==> src/rtl/fdtd_probe_capture.sv <==
// Probe-cell Ez capture: decimates accepted samples into a FIFO; host reads with 1-cycle latency.
// No backpressure upstream: kept samples arriving at a full FIFO are dropped and flagged in overflow.
module fdtd_probe_capture #(
    parameter int FDTD_DATA_WIDTH = 32,
    parameter int FIFO_DEPTH      = 64,
    parameter int DECIM_WIDTH     = 8,
    parameter int CNT_WIDTH       = 16
) (
    input  logic                         CLK,
    input  logic                         RST,
    input  logic                         clken,
    input  logic [FDTD_DATA_WIDTH-1:0]   Ez_n_i,
    input  logic                         ez_valid,
    input  logic                         start,
    input  logic                         abort,
    input  logic [DECIM_WIDTH-1:0]       cfg_decim,
    input  logic [CNT_WIDTH-1:0]         cfg_num,
    input  logic                         rd_en,
    output logic [FDTD_DATA_WIDTH-1:0]   rd_data,
    output logic                         rd_valid,
    output logic [$clog2(FIFO_DEPTH):0]  fifo_count,
    output logic                         busy,
    output logic                         done,
    output logic                         overflow
);
    localparam int AW = $clog2(FIFO_DEPTH);
    localparam int CW = AW + 1;
    localparam logic [AW-1:0]          PTR_ONE  = 1;
    localparam logic [CW-1:0]          CNT_ONE  = 1;
    localparam logic [CW-1:0]          FULL_CNT = CW'(FIFO_DEPTH);
    localparam logic [CNT_WIDTH-1:0]   STEP_ONE = 1;
    localparam logic [DECIM_WIDTH-1:0] DEC_ONE  = 1;

    typedef enum logic [1:0] {S_IDLE, S_CAPTURE, S_DONE} state_t;

    state_t                     state_q;
    logic                       busy_q, done_q, overflow_q;
    logic [DECIM_WIDTH-1:0]     decim_q, decim_cnt_q;
    logic [CNT_WIDTH-1:0]       num_q, step_cnt_q;

    logic [FDTD_DATA_WIDTH-1:0] mem_q [FIFO_DEPTH];
    logic [AW-1:0]              wr_ptr_q, rd_ptr_q;
    logic [CW-1:0]              count_q;
    logic [FDTD_DATA_WIDTH-1:0] rd_data_q;
    logic                       rd_valid_q;

    logic                       full_d, accept_d, keep_d, wr_fire_d, drop_d, rd_fire_d, last_d;
    logic [CNT_WIDTH-1:0]       step_d;
    logic [DECIM_WIDTH-1:0]     reload_d;

    // Full is judged on pre-edge occupancy, so a same-cycle pop never frees room for a write.
    assign full_d    = (count_q == FULL_CNT);
    assign accept_d  = (state_q == S_CAPTURE) && !abort && (num_q != '0) && clken && ez_valid;
    assign keep_d    = accept_d && (decim_cnt_q == '0);
    assign wr_fire_d = keep_d && !full_d;
    assign drop_d    = keep_d && full_d;
    assign rd_fire_d = rd_en && (count_q != '0);
    assign step_d    = step_cnt_q + STEP_ONE;
    assign last_d    = accept_d && (step_d == num_q);
    assign reload_d  = (decim_q == '0) ? '0 : decim_q - DEC_ONE;

    always_ff @(posedge CLK) begin
        if (RST) begin
            state_q     <= S_IDLE;
            busy_q      <= 1'b0;
            done_q      <= 1'b0;
            overflow_q  <= 1'b0;
            decim_q     <= '0;
            num_q       <= '0;
            decim_cnt_q <= '0;
            step_cnt_q  <= '0;
        end else if (abort) begin
            state_q <= S_IDLE;
            busy_q  <= 1'b0;
            done_q  <= 1'b0;
        end else begin
            case (state_q)
                S_IDLE, S_DONE: begin
                    if (start) begin
                        state_q     <= S_CAPTURE;
                        busy_q      <= 1'b1;
                        done_q      <= 1'b0;
                        overflow_q  <= 1'b0;
                        decim_q     <= cfg_decim;
                        num_q       <= cfg_num;
                        decim_cnt_q <= '0;
                        step_cnt_q  <= '0;
                    end
                end
                S_CAPTURE: begin
                    if (num_q == '0) begin
                        state_q <= S_DONE;
                        busy_q  <= 1'b0;
                        done_q  <= 1'b1;
                    end else if (accept_d) begin
                        step_cnt_q  <= step_d;
                        decim_cnt_q <= keep_d ? reload_d : decim_cnt_q - DEC_ONE;
                        if (drop_d)
                            overflow_q <= 1'b1;
                        if (last_d) begin
                            state_q <= S_DONE;
                            busy_q  <= 1'b0;
                            done_q  <= 1'b1;
                        end
                    end
                end
                default: begin
                    state_q <= S_IDLE;
                    busy_q  <= 1'b0;
                    done_q  <= 1'b0;
                end
            endcase
        end
    end

    always_ff @(posedge CLK) begin
        if (wr_fire_d)
            mem_q[wr_ptr_q] <= Ez_n_i;
    end

    always_ff @(posedge CLK) begin
        if (RST) begin
            wr_ptr_q   <= '0;
            rd_ptr_q   <= '0;
            count_q    <= '0;
            rd_data_q  <= '0;
            rd_valid_q <= 1'b0;
        end else begin
            rd_valid_q <= rd_fire_d;
            if (rd_fire_d) begin
                rd_data_q <= mem_q[rd_ptr_q];
                rd_ptr_q  <= rd_ptr_q + PTR_ONE;
            end
            if (wr_fire_d)
                wr_ptr_q <= wr_ptr_q + PTR_ONE;
            if (wr_fire_d && !rd_fire_d)
                count_q <= count_q + CNT_ONE;
            else if (rd_fire_d && !wr_fire_d)
                count_q <= count_q - CNT_ONE;
        end
    end

    assign rd_data    = rd_data_q;
    assign rd_valid   = rd_valid_q;
    assign fifo_count = count_q;
    assign busy       = busy_q;
    assign done       = done_q;
    assign overflow   = overflow_q;
endmodule

==> config.mk <==
export PLATFORM = sky130hd
export DESIGN_NAME = fdtd_probe_capture
export DESIGN_NICKNAME = d
export VERILOG_FILES = /design/src/rtl/fdtd_probe_capture.sv
export SDC_FILE = /design/constraint.sdc
export NUM_CORES = 2
export LEC_CHECK = 0
export ABC_AREA = 1
export BUFFER_PORTS_ARGS = -buffer_cell sky130_fd_sc_hd__buf_2
export CAP_MARGIN = 20
export CORE_UTILIZATION = 57
export DETAILED_ROUTE_END_ITERATION = 12
export MAX_ROUTING_LAYER = met4
export PLACE_DENSITY = 0.73
export SLEW_MARGIN = 20
export SYNTH_ARGS = -nofsm -noshare
export SYNTH_HDL_FRONTEND = slang
export SYNTH_SLANG_ARGS = --single-unit
export TNS_END_PERCENT = 5
==> constraint.sdc <==
create_clock -name CLK -period 4.45 [get_ports CLK]
set_clock_uncertainty 0.2 [all_clocks]
set_input_delay 0.2225 -clock CLK [delete_from_list [all_inputs] [get_ports CLK]]
set_output_delay 0.2225 -clock CLK [all_outputs]
set_load 0.1 [all_outputs]
==> results.sh <==
export IMPL_grt_overflow=0
export IMPL_synth_top_area_cell="edfxtp_1"
export IMPL_num_vias=56940
export IMPL_worst_slack_ps=294.3
export IMPL_tightest_slew_ps=1110
export IMPL_cp_slowest_stage_delay_ps=620
export IMPL_vias_per_cell=6.491
export IMPL_multi_input_area_mm2=0.01921
export IMPL_grt_use_total_pct=31.84
export IMPL_synthSimpleGateAreaFrac_pct=9.534
export IMPL_cp_max_fo=32
export IMPL_grt_max_degree=159
export IMPL_clkSinkCount=2153
export IMPL_final_max_slew_viol_count=0
export IMPL_synthArstFlopShare_pct=0
export IMPL_setup_viol=0
export IMPL_ant_nets=0
export IMPL_grt_pass1_vias=54170
export IMPL_r2r_start="num_q[11]"
export IMPL_dr_pass1_iters=5
export IMPL_fin_crit_sh_pct=93.39
export IMPL_min_from="cfg_decim[4]"
export IMPL_portBuffers=105
export IMPL_synth_most_common_cell="edfxtp_1"
export IMPL_synth_xor_area_share_pct=0.1134
export IMPL_drive_gt1_share_pct=10.05
export IMPL_clk_latency_ps=850
export IMPL_rsz0062_at_grt="no"
export IMPL_ys_ff_latch=2153
export IMPL_antenna_found_initial=11
export IMPL_power_density_mw_per_mm2=509.7
export IMPL_synth_compound_area_share_pct=12.17
export IMPL_final_period_minus_worst_setup_slack_ps=4156
export IMPL_seq_area_mm2=0.06362
export IMPL_synth_cell_type_count=47
export IMPL_routedWlPerCell_um=26.79
export IMPL_ys_warnings_count=0
export IMPL_clockBufferDepth=3
export IMPL_status="complete, no violations"
export IMPL_cts_made_buffers=204
export IMPL_crit_chain="dlygate4sd3_1 -> buf_2 -> nand3b_1 -> dlygate4sd3_1 -> nor2_1 -> nand2_2 -> inv_4 -> nand2_4 -> nor2_8 -> inv_4 -> nor2_4 -> nand3_1 -> buf_4 -> nor2_4 -> buf_4"
export IMPL_drt_iter0_markers=8087
export IMPL_synth_adder_area_share_pct=0.2298
export IMPL_max_freq_ghz=0.2406
export IMPL_seq_area_frac_synth_pct=74.87
export IMPL_cts_root_buf="clkbuf_16"
export IMPL_peakVddDrop_v=0.0003904
export IMPL_synth_top_area_share_pct=72.40
export IMPL_pre_cts_ws_ps=574.3
export IMPL_routed_wl_um=235000
export IMPL_fillCellCount=10440
export IMPL_cts_max_level=4
export IMPL_syn_area_per_cell_um2=13.00
export IMPL_synth_area_top_cells="edfxtp_1 72%, o21ai_0 6.3%, nor2_1 5.5%, dfxtp_1 2.5%, o22ai_1 2.3%"
export IMPL_synth_edf_count=2048
export IMPL_post_cts_resized=0
export IMPL_die_x_um=388.0
export IMPL_synth_top_family_by_area="compound AO/OA/AOI/OAI gates"
export IMPL_slew_headroom_pct=25.98
export IMPL_crit_type="in -> reg"
export IMPL_place_congestion=0.9104
export IMPL_initial_core_util_pct=57.46
export IMPL_grt_first_pass_wirelength_um=344800
export IMPL_dieHeight_um=388.0
export IMPL_hold_violations=0
export IMPL_startpoint_type="input pin"
export IMPL_cp_arrival_ps=4400
export IMPL_cp_startpoint="abort"
export IMPL_route_detailed_drc=0
export IMPL_finalPower_uw=48840
export IMPL_num_rows=141
export IMPL_cts_tree="done"
export IMPL_synth_common_cells="2048 x edfxtp_1, 1235 x nor2_1, 1073 x o21ai_0"
export IMPL_cp_data_required_time_ps=4690
export IMPL_die_area_mm2=0.1506
export IMPL_clk_pin_slew_ps=60
export IMPL_synth_mux_area_share_pct=0
export IMPL_drv_cap=0
export IMPL_utilization_pct=64.82
export IMPL_core_area_mm2=0.1478
export IMPL_syn_to_final_growth_pct=12.80
export IMPL_hpwlAfterDp_um=125000
export IMPL_synthesis_nets=6613
export IMPL_io_pins=106
export IMPL_fin_nets=6735
export IMPL_synth_flop_cell="edfxtp_1"
export IMPL_p_leak_uw=0.03107
export IMPL_holdCritPathClass="in -> reg"
export IMPL_end_kind="flop"
export IMPL_crit_slowest_cell="nand3_1"
export IMPL_synthCells=6535
export IMPL_netlist_area_mm2=0.08495
==> metal layers <==
metal	global-route usage [%]	vias up	share of wire (%)
li1	-	24690	-
met1	42.64	27910	37
met2	48.62	3774	47
met3	5.962	567	12
met4	12.61	0	4.0
met5	-	-	0
==> flip-flops by register name, indices dropped and copies added (netlist names) <==
name and count:
overflow 1, rd_ptr_q 6, num_q 16, fifo_count 7, done 1, wr_ptr_q 6
rd_data 32, decim_q 8, step_cnt_q 16, state_q 2, mem_q 2048, decim_cnt_q 8
rd_valid 1, busy 1
==> worst max-delay path: cells and delay by family <==
family | cells | cell delay (ps)
simple gates | 8 | 1620
buf+inv | 7 | 2520
==> stage by stage <==
| step | cells | hold slack [ps] | area [um2] | setup TNS (ps) |
|---|---|---|---|---|
| after CTS | 8767 | 2.736 | 95780 | 0 |
| after global routing | 8771 | 46.90 | 95820 | 0 |
| final | 8772 | 34.71 | 95820 | 0 |
| after floorplan | 6535 | 121.4 | 84950 | -38430 |
| after detailed placement | 8299 | 255.0 | 88250 | 0 |
| after global placement | 8299 | 251.3 | 88240 | 0 |
==> layout make-up <==
| cell class | instances | area share, % |
|---|---|---|
| flip-flops and latches | 2153 | 66.39 |
| multi-input cells | 3797 | 20.05 |
| clock buffers | 247 | 5.527 |
| repair buffers | 374 | 3.481 |
| well taps | 1930 | 2.520 |
| clock inverters | 140 | 1.491 |
| inverters | 127 | 0.5340 |
| diodes | 4 | 0.01045 |
==> cells by family after synthesis <==
group,count (synthesis)
compound gates,1796
xor+xnor,11
fa+ha+maj,15
buf+inv,585
flops,2153
simple gates,1975
==> cells in the final DEF (no fill, tap or decap), drive strengths merged <==
| master | n |
|---|---|
| a31oi | 2 |
| o211ai | 60 |
| o221ai | 200 |
| ha | 14 |
| nor4 | 2 |
| dfxtp | 105 |
| edfxtp | 2048 |
| nand3b | 2 |
| o21ai | 1075 |
| dlygate4sd3 | 82 |
| xor2 | 9 |
| o22ai | 309 |
| diode | 4 |
| nor2 | 1245 |
| nor3 | 12 |
| inv | 133 |
| or2 | 2 |
| o21a | 1 |
| bufinv | 23 |
| a21oi | 132 |
| clkinvlp | 6 |
| o21bai | 1 |
| a22oi | 3 |
| fa | 1 |
| nand4 | 59 |
| clkbuf | 247 |
| buf | 292 |
| o31ai | 3 |
| and2 | 1 |
| nand3 | 304 |
| a32oi | 7 |
| o311ai | 1 |
| nand2 | 348 |
| a211oi | 2 |
| xnor2 | 2 |
| clkinv | 105 |
==> worst paths after layout <==
kind	cells after the start	slack, ps	to
max reg2reg	14	450	mem_q[38][12]
min reg2reg	2	260	done
max	15	290	mem_q[38][12]
min	4	30	decim_q[4]
==> what timing repair did <==
item / CTS / global route
hold buffers: 81 / 1
hold endpoints to repair: 2017 / 64
buffers inserted: 0 / 0
==> where the power goes <==
group	internal [uW]	total [uW]	switching (uW)
Clock	9860	17400	7590
Sequential	22300	22600	271
Combinational	2330	8820	6500
Total	34500	48800	14400
No activity file was read; power rests on OpenSTA's default activity.
